==> src/rtl/tlb_ptw.sv <==
// tlb_ptw: two-level page-table walker behind the TLB's PTW port.
// It takes one missing virtual address at a time and reads up to two PTEs from
// memory. It returns the leaf PTE, or 32'd0 on any structural fault or timeout.
// A level-1 leaf is returned as a 4 KiB-granular PTE by splicing in vaddr[21:12].
module tlb_ptw #(
   parameter int unsigned TIMEOUT_CYCLES = 256,
   parameter bit          SUPERPAGE_EN   = 1'b1
) (
   input  logic        clk,
   input  logic        rst,
   input  logic [19:0] satp_ppn_i,
   input  logic        req_valid_i,
   output logic        req_ready_o,
   input  logic [31:0] vaddr_i,
   output logic        resp_valid_o,
   input  logic        resp_ready_i,
   output logic [31:0] pte_o,
   output logic        mem_req_valid_o,
   input  logic        mem_req_ready_i,
   output logic [31:0] mem_addr_o,
   input  logic        mem_resp_valid_i,
   output logic        mem_resp_ready_o,
   input  logic [31:0] mem_rdata_i
);

   localparam int unsigned      CNT_W    = $clog2(TIMEOUT_CYCLES);
   localparam logic [CNT_W-1:0] CNT_LAST = CNT_W'(TIMEOUT_CYCLES - 1);

   localparam logic [2:0] S_IDLE    = 3'd0;
   localparam logic [2:0] S_L1_REQ  = 3'd1;
   localparam logic [2:0] S_L1_WAIT = 3'd2;
   localparam logic [2:0] S_L0_REQ  = 3'd3;
   localparam logic [2:0] S_L0_WAIT = 3'd4;
   localparam logic [2:0] S_RESP    = 3'd5;

   logic [2:0]       r_state;
   logic [19:0]      r_vpn;    // vaddr[31:12]; the page offset is never needed
   logic [19:0]      r_base;   // PPN of the table being read at the current level
   logic [CNT_W-1:0] r_cnt;
   logic [31:0]      r_pte;

   logic             w_pte_v;
   logic             w_pte_leaf;
   logic             w_sp_ok;
   logic [31:0]      w_sp_pte;
   logic             w_timeout;
   logic             w_unused;

   // The page offset of the request plays no part in the walk.
   assign w_unused   = &{1'b0, vaddr_i[11:0]};

   // Decode of the PTE arriving from memory.
   assign w_pte_v    = mem_rdata_i[0];
   assign w_pte_leaf = mem_rdata_i[1] | mem_rdata_i[2];
   assign w_sp_ok    = SUPERPAGE_EN && (mem_rdata_i[21:12] == 10'd0);
   assign w_sp_pte   = {mem_rdata_i[31:22], r_vpn[9:0], mem_rdata_i[11:0]};
   assign w_timeout  = (r_cnt == CNT_LAST);

   // Handshake outputs are pure functions of the state, so an asynchronous
   // reset drops them immediately and no input feeds an output combinationally.
   assign req_ready_o      = (r_state == S_IDLE);
   assign resp_valid_o     = (r_state == S_RESP);
   assign pte_o            = r_pte;
   assign mem_req_valid_o  = (r_state == S_L1_REQ) || (r_state == S_L0_REQ);
   assign mem_resp_ready_o = (r_state == S_L1_WAIT) || (r_state == S_L0_WAIT);
   assign mem_addr_o       = (r_state == S_L1_REQ) ? {r_base, r_vpn[19:10], 2'b00} :
                             (r_state == S_L0_REQ) ? {r_base, r_vpn[9:0],  2'b00} :
                                                     32'd0;

   // Walk sequencing: latch the request, issue/await each level, evaluate the PTE.
   always_ff @(posedge clk or posedge rst) begin
      if (rst) begin
         r_state <= S_IDLE;
         r_vpn   <= '0;
         r_base  <= '0;
         r_cnt   <= '0;
         r_pte   <= '0;
      end else begin
         // NOTE: every register here uses <= so each branch sees the values from
         // before this edge, regardless of statement order.
         case (r_state)
            S_IDLE: begin
               if (req_valid_i) begin
                  r_vpn   <= vaddr_i[31:12];
                  r_base  <= satp_ppn_i;
                  r_pte   <= '0;
                  r_state <= S_L1_REQ;
               end
            end
            S_L1_REQ: begin
               if (mem_req_ready_i) begin
                  r_cnt   <= '0;
                  r_state <= S_L1_WAIT;
               end
            end
            S_L1_WAIT: begin
               if (mem_resp_valid_i) begin
                  r_cnt <= '0;
                  if (!w_pte_v) begin
                     r_pte   <= '0;
                     r_state <= S_RESP;
                  end else if (!w_pte_leaf) begin
                     r_base  <= mem_rdata_i[31:12];
                     r_state <= S_L0_REQ;
                  end else begin
                     r_pte   <= w_sp_ok ? w_sp_pte : 32'd0;
                     r_state <= S_RESP;
                  end
               end else if (w_timeout) begin
                  r_cnt   <= '0;
                  r_pte   <= '0;
                  r_state <= S_RESP;
               end else begin
                  r_cnt <= r_cnt + 1'b1;
               end
            end
            S_L0_REQ: begin
               if (mem_req_ready_i) begin
                  r_cnt   <= '0;
                  r_state <= S_L0_WAIT;
               end
            end
            S_L0_WAIT: begin
               if (mem_resp_valid_i) begin
                  r_cnt   <= '0;
                  // A pointer at the last level is as much a fault as V=0.
                  r_pte   <= (w_pte_v && w_pte_leaf) ? mem_rdata_i : 32'd0;
                  r_state <= S_RESP;
               end else if (w_timeout) begin
                  r_cnt   <= '0;
                  r_pte   <= '0;
                  r_state <= S_RESP;
               end else begin
                  r_cnt <= r_cnt + 1'b1;
               end
            end
            S_RESP: begin
               if (resp_ready_i) begin
                  r_state <= S_IDLE;
               end
            end
            default: begin
               r_state <= S_IDLE;
            end
         endcase
      end
   end

endmodule
==> config.mk <==
export PLATFORM = sky130hd
export DESIGN_NAME = tlb_ptw
export DESIGN_NICKNAME = d
export VERILOG_FILES = /design/src/rtl/tlb_ptw.sv
export SDC_FILE = /design/constraint.sdc
export NUM_CORES = 1
export LEC_CHECK = 0
export ABC_CLOCK_PERIOD_IN_PS = 4600
export CAP_MARGIN = 20
export CORE_MARGIN = 3
export CORE_UTILIZATION = 48
export CTS_CLUSTER_SIZE = 30
export DETAILED_ROUTE_END_ITERATION = 8
export PLACE_DENSITY = 0.84
export SLEW_MARGIN = 20
export SYNTH_ARGS = -nofsm -noshare
export SYNTH_HDL_FRONTEND = slang
export SYNTH_SLANG_ARGS = --single-unit
==> constraint.sdc <==
create_clock -name clk -period 4.6 [get_ports clk]
set_input_delay 0.69 -clock clk [delete_from_list [all_inputs] [get_ports clk]]
set_output_delay 0.69 -clock clk [all_outputs]
set_load 0.005 [all_outputs]
==> metrics.txt, run 1 <==
# TYPE chip_impl_metric gauge
chip_impl_info{name="status",value="finished, final reports clean"} 1
chip_impl_metric{name="cts_buffer_depth",unit=""} 2
chip_impl_metric{name="post-route-min-period",unit="ns"} 3.61
chip_impl_metric{name="synth.yosys.seq_area_share",unit="%"} 48.8
chip_impl_metric{name="timing.final.crit_share",unit="%"} 78.5
chip_impl_info{name="mostFrequentLayoutCells",value="clkdlybuf4s50_1, dfrtp_1, mux2_2"} 1
chip_impl_metric{name="ant_nets",unit=""} 0
chip_impl_metric{name="crit_fanout",unit=""} 21
chip_impl_metric{name="timing.critical_path.slowest_cell_delay",unit="ns"} 0.85
chip_impl_metric{name="numPortBuffers",unit=""} 143
chip_impl_metric{name="global_route.usage.total",unit="%"} 23.1
chip_impl_metric{name="post_synthesis_cells",unit=""} 347
chip_impl_metric{name="setup_total_negative_slack",unit="ns"} 0
chip_impl_metric{name="achievable-frequency",unit="MHz"} 277
chip_impl_metric{name="floorplan.rows",unit=""} 33
chip_impl_metric{name="synth.area.mux_share",unit="%"} 20.7
chip_impl_metric{name="globalplace.congestion",unit=""} 0.823
chip_impl_metric{name="route.final.wire_length",unit="mm"} 11.4
chip_impl_info{name="mostFrequentLayoutCell",value="clkdlybuf4s50_1"} 1
chip_impl_metric{name="final_net_count",unit=""} 572
chip_impl_info{name="min-delay-path-class",value="register to register"} 1
chip_impl_info{name="critical_path.startpoint_type",value="register"} 1
chip_impl_metric{name="die_height",unit="um"} 100
chip_impl_info{name="ys_dominant_reg_cell",value="dfrtp_1"} 1
chip_impl_metric{name="arrival",unit="ns"} 2.92
chip_impl_info{name="tritoncts_clock_tree",value="done"} 1
chip_impl_metric{name="dr.pass1.iters",unit=""} 4
chip_impl_metric{name="via_count_of_the_first_global_routing_pass",unit=""} 3561
chip_impl_metric{name="synth_seq_cells",unit=""} 83
chip_impl_metric{name="cts_post_setup_buffers_inserted",unit=""} 0
chip_impl_info{name="dominant_combinational_cell_family_by_area_after_synthesis",value="multiplexers"} 1
chip_impl_metric{name="detail_route.vias_per_cell",unit=""} 5.73
chip_impl_metric{name="synth_edf_count",unit=""} 0
chip_impl_info{name="cts_root_buf",value="clkbuf_8"} 1
chip_impl_metric{name="number_of_synthesis_warnings",unit=""} 0
chip_impl_metric{name="final_core_util",unit="%"} 70.1
chip_impl_metric{name="global_route_wire_length_before_repair",unit="mm"} 18.3
chip_impl_info{name="path_cells",value="nand2b_1 > inv_1 > and2_1 > clkdlybuf4s50_1"} 1
chip_impl_metric{name="initial_utilization",unit="%"} 50.6
chip_impl_metric{name="netlist_area",unit="sq um"} 4260
chip_impl_metric{name="worst_ir_drop_vdd",unit="uV"} 278
chip_impl_metric{name="drc_errors",unit=""} 0
chip_impl_metric{name="clkSinkCount",unit=""} 83
chip_impl_info{name="rsz0062_at_grt",value="no"} 1
chip_impl_metric{name="die_area",unit="sq um"} 10000
chip_impl_metric{name="hold_buffers",unit=""} 0
chip_impl_metric{name="design.core.area",unit="sq um"} 8420
chip_impl_metric{name="dp.final_hpwl",unit="mm"} 8.30
chip_impl_metric{name="yosys.cell_types.count",unit=""} 53
chip_impl_metric{name="cts.clk_slew.worst_paths",unit="ns"} 0.08
chip_impl_metric{name="area_delta_synth_final",unit="%"} 38.5
chip_impl_metric{name="layout-drive-gt1-share",unit="%"} 18.6
chip_impl_metric{name="cts.htree.levels",unit=""} 3
chip_impl_metric{name="synth_area_per_cell",unit="sq um"} 12.3
chip_impl_metric{name="ys_async_sr_fraction",unit="%"} 100
chip_impl_metric{name="synth-adder-area-share",unit="%"} 0.529
chip_impl_metric{name="fin_skew",unit="ns"} 0.0145
chip_impl_metric{name="tritoncts.num_buffers",unit=""} 9
chip_impl_metric{name="report.final.slew_viol_count",unit=""} 0
chip_impl_metric{name="worstSkewPairLatency",unit="ns"} 0.35
chip_impl_metric{name="required_time_at_the_endpoint_of_the_critical_path",unit="ns"} 3.91
chip_impl_metric{name="timing.max_slew.rel_slack",unit="%"} 27.9
chip_impl_metric{name="route.vias.total",unit=""} 3382
chip_impl_metric{name="worst-slew-pin-transition",unit="ns"} 1.08
chip_impl_metric{name="fraction_of_the_mapped_netlist_area_in_compound_gates",unit="%"} 14.6
chip_impl_metric{name="finalHoldViolations",unit=""} 0
chip_impl_metric{name="setup_violations",unit=""} 0
chip_impl_metric{name="wl_per_cell",unit="um"} 19.3
chip_impl_metric{name="synth-simple-area-share",unit="%"} 10.6
chip_impl_info{name="crit_path_top_delay_cell",value="dfrtp_1"} 1
chip_impl_metric{name="io_pins",unit=""} 158
chip_impl_metric{name="antenna_found_initial",unit=""} 0
chip_impl_metric{name="worstPathBufferInverterCount",unit=""} 2
chip_impl_metric{name="power.static_leakage",unit="nW"} 2.44
chip_impl_metric{name="resized_after_cts",unit=""} 0
chip_impl_metric{name="die-width",unit="um"} 100
chip_impl_metric{name="powerDensity",unit="nW/um^2"} 508
chip_impl_metric{name="leftover_overflow_at_the_end_of_global_routing",unit=""} 0
chip_impl_metric{name="diodes",unit=""} 0
chip_impl_metric{name="timing.max_cap.violations",unit=""} 0
chip_impl_info{name="path_class",value="register to primary output"} 1
chip_impl_metric{name="largest_net_degree_at_the_start_of_global_routing",unit=""} 54
chip_impl_metric{name="first_iter_violations",unit=""} 149
chip_impl_metric{name="yosys.area_share.xor_xnor",unit="%"} 0.206
chip_impl_info{name="worst_path_dominant_cell_family",value="buffers and inverters"} 1
chip_impl_info{name="cp-end-kind",value="primary output"} 1
-- Yosys cell counts (all sizes together), types with 2 or more instances --
cell type | n | area share, %
o22ai | 2 | 0.29
clkbuf | 5 | 0.44
a21o | 2 | 0.35
mux2i | 12 | 2.8
mux2 | 61 | 18
nor2 | 14 | 1.2
a22oi | 10 | 1.8
nand2 | 8 | 0.71
a21oi | 8 | 0.94
o21ai | 8 | 0.94
or4 | 2 | 0.35
inv | 9 | 0.79
a32o | 3 | 0.71
nand4 | 2 | 0.29
dfrtp | 83 | 49
and4 | 3 | 0.62
nor3b | 2 | 0.47
nand2b | 5 | 0.73
nand3 | 5 | 0.59
nor4 | 2 | 0.59
nor3 | 3 | 0.35
and2 | 21 | 3.1
a22o | 19 | 3.9
buf | 20 | 3.3
o2bb2ai | 10 | 2.1
a41oi | 2 | 0.41
a31oi | 5 | 0.73
-- per-layer routing --
layer / up-vias / track usage [%] / routed length [um]
li1: 1544 / - / -
met1: 1688 / 29.8 / 4660
met4: 0 / 7.05 / 144
met5: - / 0 / 0
met3: 13 / 5.28 / 729
met2: 137 / 38.9 / 5880
-- path summary, 6_finish.rpt --
check	from	to	slack, ns	depth (start not counted)
min reg2reg	pte_o[0]	pte_o[0]	0.50	1
min in group asynchronous	rst	pte_o[6]	0.81	2
max in group asynchronous	rst	r_vpn[8]	2.86	3
max reg2reg	r_state[1]	pte_o[1]	1.52	5
min	pte_o[0]	pte_o[0]	0.50	1
max	r_state[0]	mem_addr_o[12]	0.99	4
-- worst reg2reg max path, cell delays in order (launching register included) --
cell and delay (ns):
dfrtp_1 1.03, or3b_1 0.87, o32ai_2 0.32, o21ai_2 0.22, buf_4 0.28, a32o_1 0.24
-- sequential cells by signal (all words and copies together) (netlist names) --
name     flops
r_base      20
r_cnt        8
pte_o       32
r_vpn       20
r_state      3
-- layout make-up --
class / count / area (sq um)
clock inverter: 4 / 51.3
tap: 105 / 131
multi-input combinational: 231 / 2000
inverter: 9 / 35.0
sequential: 83 / 2080
clock buffer: 11 / 141
timing repair buffer: 147 / 1460
fill: 632 / 2520
-- through the flow --
stage	setup slack [ns]	instance area (sq um)	std cells	hold WS, ns	power [mW]
finish	0.989	5900	590	0.497	3.00
detailed placement	1.36	5710	575	0.468	2.49
global placement	1.42	5710	575	0.471	2.43
global route	0.750	5900	590	0.513	3.17
CTS	0.965	5900	590	0.497	3.02
floorplan	1.77	4260	348	0.472	1.93
-- power by group --
group	leakage [nW]	switching (mW)	internal [mW]	total, mW
registers	1.06	0.200	0.952	1.15
clock network	0.0954	0.262	0.263	0.526
logic	1.28	0.530	0.788	1.32
total	2.44	0.992	2.00	3.00
-- cells by family after synthesis --
family | count (synthesis)
adders and majority gates | 2
xor gates and xnor gates | 1
DFF | 83
and+or+nand+nor | 75
AOI/OAI and AO/OA | 78
other | 1
muxes | 73
buffers and inverters | 34
Note: power is estimated with default switching activity, not from simulation.
==> run 2: changes to the inputs <==
--- a/config.mk
+++ b/config.mk
@@ -5,13 +5,13 @@
 export SDC_FILE = /design/constraint.sdc
 export NUM_CORES = 1
 export LEC_CHECK = 0
-export ABC_CLOCK_PERIOD_IN_PS = 4600
+export ABC_CLOCK_PERIOD_IN_PS = 3180
 export CAP_MARGIN = 20
 export CORE_MARGIN = 3
-export CORE_UTILIZATION = 48
+export CORE_UTILIZATION = 40
 export CTS_CLUSTER_SIZE = 30
 export DETAILED_ROUTE_END_ITERATION = 8
-export PLACE_DENSITY = 0.84
+export PLACE_DENSITY = 0.74
 export SLEW_MARGIN = 20
 export SYNTH_ARGS = -nofsm -noshare
 export SYNTH_HDL_FRONTEND = slang
==> constraint.sdc (replaced) <==
create_clock -name clk -period 3.18 [get_ports clk]
set_input_delay 0.477 -clock clk [delete_from_list [all_inputs] [get_ports clk]]
set_output_delay 0.477 -clock clk [all_outputs]
set_load 0.005 [all_outputs]
==> run 2 against run 1 <==
Clock skew decreased by 0.0083 ns. Critical path type unchanged. Final cell count is 6.4% higher. First-iteration DRC count up 4.0%. Largest cell class unchanged. Routed wire length about the same. Largest power group unchanged. Sequential share of layout area fell by 0.39 points. Sequential cell count unchanged.
==> metrics.txt, run 2 (synthesis gave the netlist of run 1 again) <==
# TYPE chip_impl_metric gauge
chip_impl_info{name="status",value="finished, final reports clean"} 1
chip_impl_metric{name="worst_r2r_path_depth",unit=""} 4
chip_impl_metric{name="cts.clk_slew.worst_paths",unit="ns"} 0.08
chip_impl_info{name="cp-end-kind",value="primary output"} 1
chip_impl_metric{name="total_power",unit="mW"} 4.27
chip_impl_metric{name="worst-r2r-setup-slack",unit="ns"} 0.90
chip_impl_metric{name="worst-slew-pin-transition",unit="ns"} 1.06
chip_impl_metric{name="initial_utilization",unit="%"} 41.3
chip_impl_metric{name="worstPathBufferInverterCount",unit=""} 2
chip_impl_metric{name="resized_after_cts",unit=""} 0
chip_impl_metric{name="die-width",unit="um"} 109
chip_impl_metric{name="via_count_of_the_first_global_routing_pass",unit=""} 3393
chip_impl_metric{name="required_time_at_the_endpoint_of_the_critical_path",unit="ns"} 2.70
chip_impl_metric{name="antenna_found_initial",unit=""} 0
chip_impl_metric{name="clkSinkCount",unit=""} 83
chip_impl_metric{name="drc_errors",unit=""} 0
chip_impl_metric{name="final_net_count",unit=""} 578
chip_impl_info{name="min-delay-path-class",value="register to register"} 1
chip_impl_info{name="mostFrequentLayoutCells",value="clkdlybuf4s50_1, dfrtp_1, mux2_2"} 1
chip_impl_info{name="hold_path_startpoint",value="pte_o[0]"} 1
chip_impl_metric{name="die_height",unit="um"} 109
chip_impl_metric{name="leftover_overflow_at_the_end_of_global_routing",unit=""} 0
chip_impl_metric{name="cts.htree.levels",unit=""} 3
chip_impl_metric{name="finalHoldViolations",unit=""} 0
chip_impl_info{name="crit_path_top_delay_cell",value="inv_1"} 1
chip_impl_info{name="critical_path.startpoint_type",value="register"} 1
chip_impl_info{name="path_class",value="register to primary output"} 1
chip_impl_metric{name="global_route_wire_length_before_repair",unit="mm"} 17.7
chip_impl_metric{name="post-route-min-period",unit="ns"} 2.88
chip_impl_metric{name="setup_total_negative_slack",unit="ns"} 0
chip_impl_metric{name="tritoncts.num_buffers",unit=""} 9
chip_impl_metric{name="layout-drive-gt1-share",unit="%"} 19.3
chip_impl_metric{name="stdcell_count",unit=""} 628
chip_impl_metric{name="globalplace.congestion",unit=""} 0.838
chip_impl_metric{name="setup_violations",unit=""} 0
chip_impl_metric{name="detail_route.vias_per_cell",unit=""} 5.36
chip_impl_metric{name="intPower",unit="mW"} 2.83
chip_impl_metric{name="numPortBuffers",unit=""} 143
chip_impl_metric{name="worstSkewPairLatency",unit="ns"} 0.35
chip_impl_metric{name="fin_skew",unit="ns"} 0.00622
chip_impl_metric{name="wl_per_cell",unit="um"} 18.2
chip_impl_metric{name="fillCellCount",unit=""} 872
chip_impl_metric{name="p_clk_share",unit="%"} 15.3
chip_impl_metric{name="route.final.wire_length",unit="mm"} 11.4
chip_impl_metric{name="timing.max_cap.violations",unit=""} 0
chip_impl_metric{name="diodes",unit=""} 0
chip_impl_info{name="rsz0062_at_grt",value="no"} 1
chip_impl_info{name="tritoncts_clock_tree",value="done"} 1
chip_impl_metric{name="post-place-cells",unit=""} 612
chip_impl_metric{name="dp.final_hpwl",unit="mm"} 8.29
chip_impl_metric{name="worst_ir_drop_vdd",unit="uV"} 300
chip_impl_metric{name="switch_share",unit="%"} 33.7
chip_impl_metric{name="crit_fanout",unit=""} 21
chip_impl_metric{name="total_switching_power",unit="mW"} 1.44
chip_impl_metric{name="cts_buffer_depth",unit=""} 2
chip_impl_metric{name="global_route.usage.total",unit="%"} 19.3
chip_impl_metric{name="first_iter_violations",unit=""} 155
chip_impl_metric{name="achievable-frequency",unit="MHz"} 348
chip_impl_info{name="mostFrequentLayoutCell",value="clkdlybuf4s50_1"} 1
chip_impl_metric{name="combinationalPowerShare",unit="%"} 47.6
chip_impl_metric{name="worst_hold_path.num_cells",unit=""} 1
chip_impl_metric{name="arrival",unit="ns"} 2.40
chip_impl_metric{name="die_area",unit="sq um"} 11900
chip_impl_metric{name="timing.final.crit_share",unit="%"} 90.4
chip_impl_info{name="cts_root_buf",value="clkbuf_8"} 1
chip_impl_info{name="r2r-end",value="pte_o[19]"} 1
chip_impl_metric{name="largest_net_degree_at_the_start_of_global_routing",unit=""} 46
chip_impl_metric{name="power.static_leakage",unit="nW"} 2.45
chip_impl_metric{name="design.core.area",unit="sq um"} 10300
chip_impl_metric{name="route.vias.total",unit=""} 3366
chip_impl_info{name="path_cells",value="nand2b_1 > inv_1 > and2_1 > clkdlybuf4s50_1"} 1
chip_impl_metric{name="floorplan.rows",unit=""} 37
chip_impl_info{name="worst_path_dominant_cell_family",value="buffers and inverters"} 1
chip_impl_metric{name="dr.pass1.iters",unit=""} 4
chip_impl_metric{name="timing.max_slew.rel_slack",unit="%"} 29.0
chip_impl_metric{name="io_pins",unit=""} 158
chip_impl_info{name="timing.hold.worst_endpoint",value="pte_o[0]"} 1
chip_impl_metric{name="hold_buffers",unit=""} 0
chip_impl_metric{name="timing.critical_path.slowest_cell_delay",unit="ns"} 0.54
chip_impl_metric{name="powerDensity",unit="nW/um^2"} 715
chip_impl_info{name="reg2reg_from",value="r_state[1]"} 1
chip_impl_metric{name="sequentialPowerShare",unit="%"} 37.1
chip_impl_metric{name="largest_reg_flops",unit=""} 32
chip_impl_metric{name="cts_post_setup_buffers_inserted",unit=""} 0
chip_impl_metric{name="area_delta_synth_final",unit="%"} 40.1
chip_impl_metric{name="report.final.slew_viol_count",unit=""} 0
chip_impl_metric{name="ant_nets",unit=""} 0
run 2: final cells by class:
class | count | area [sq um] | area share, %
multi-input combinational | 231 | 2000 | 33.6
clock buffer | 12 | 135 | 2.26
tap | 136 | 170 | 2.85
timing repair buffer | 153 | 1520 | 25.5
inverter | 9 | 35.0 | 0.587
clock inverter | 4 | 27.5 | 0.461
sequential | 83 | 2080 | 34.8
run 2: worst max-delay path by stage:
stage,startpoint,end,depth (start not counted)
2_1_floorplan,rst,pte_o[0],1
3_3_place_gp,mem_rdata_i[17],pte_o[29],6
3_5_place_dp,mem_rdata_i[17],pte_o[10],6
4_1_cts,r_state[2],mem_addr_o[12],4
5_1_grt,r_state[2],mem_addr_o[12],4
6_report,r_state[2],mem_addr_o[12],4
run 2: stage by stage:
stage                     util [%]  worst slack, ns  hold slack [ns]  cell area, sq um
after floorplan                  -            0.566            0.472              4260
after global placement        56.2            0.641            0.466              5800
after detailed placement      56.2            0.556            0.469              5800
after CTS                     57.8            0.273            0.491              5970
after global routing          57.8            0.133            0.516              5970
final                         57.8            0.304            0.482              5970
run 2: power by group through the flow:
| stage | Clock (mW) | Combinational [mW] | Sequential [mW] |
|---|---|---|---|
| floorplan | 0 | 1.25 | 1.54 |
| global placement | 0 | 2.01 | 1.59 |
| detailed placement | 0 | 2.04 | 1.60 |
| CTS | 0.667 | 2.05 | 1.59 |
| global route | 0.713 | 2.20 | 1.63 |
| finish | 0.654 | 2.03 | 1.58 |
run 2: layer usage:
| layer | up-vias | part of all wire (%) | wire, um | GRT usage [%] |
|---|---|---|---|---|
| met5 | - | 0 | 0 | 0 |
| met4 | 0 | 1.6 | 177 | 5.61 |
| met3 | 13 | 5.4 | 611 | 3.91 |
| met2 | 106 | 49 | 5580 | 31.2 |
| met1 | 1695 | 44 | 5050 | 26.4 |
| li1 | 1552 | - | - | - |
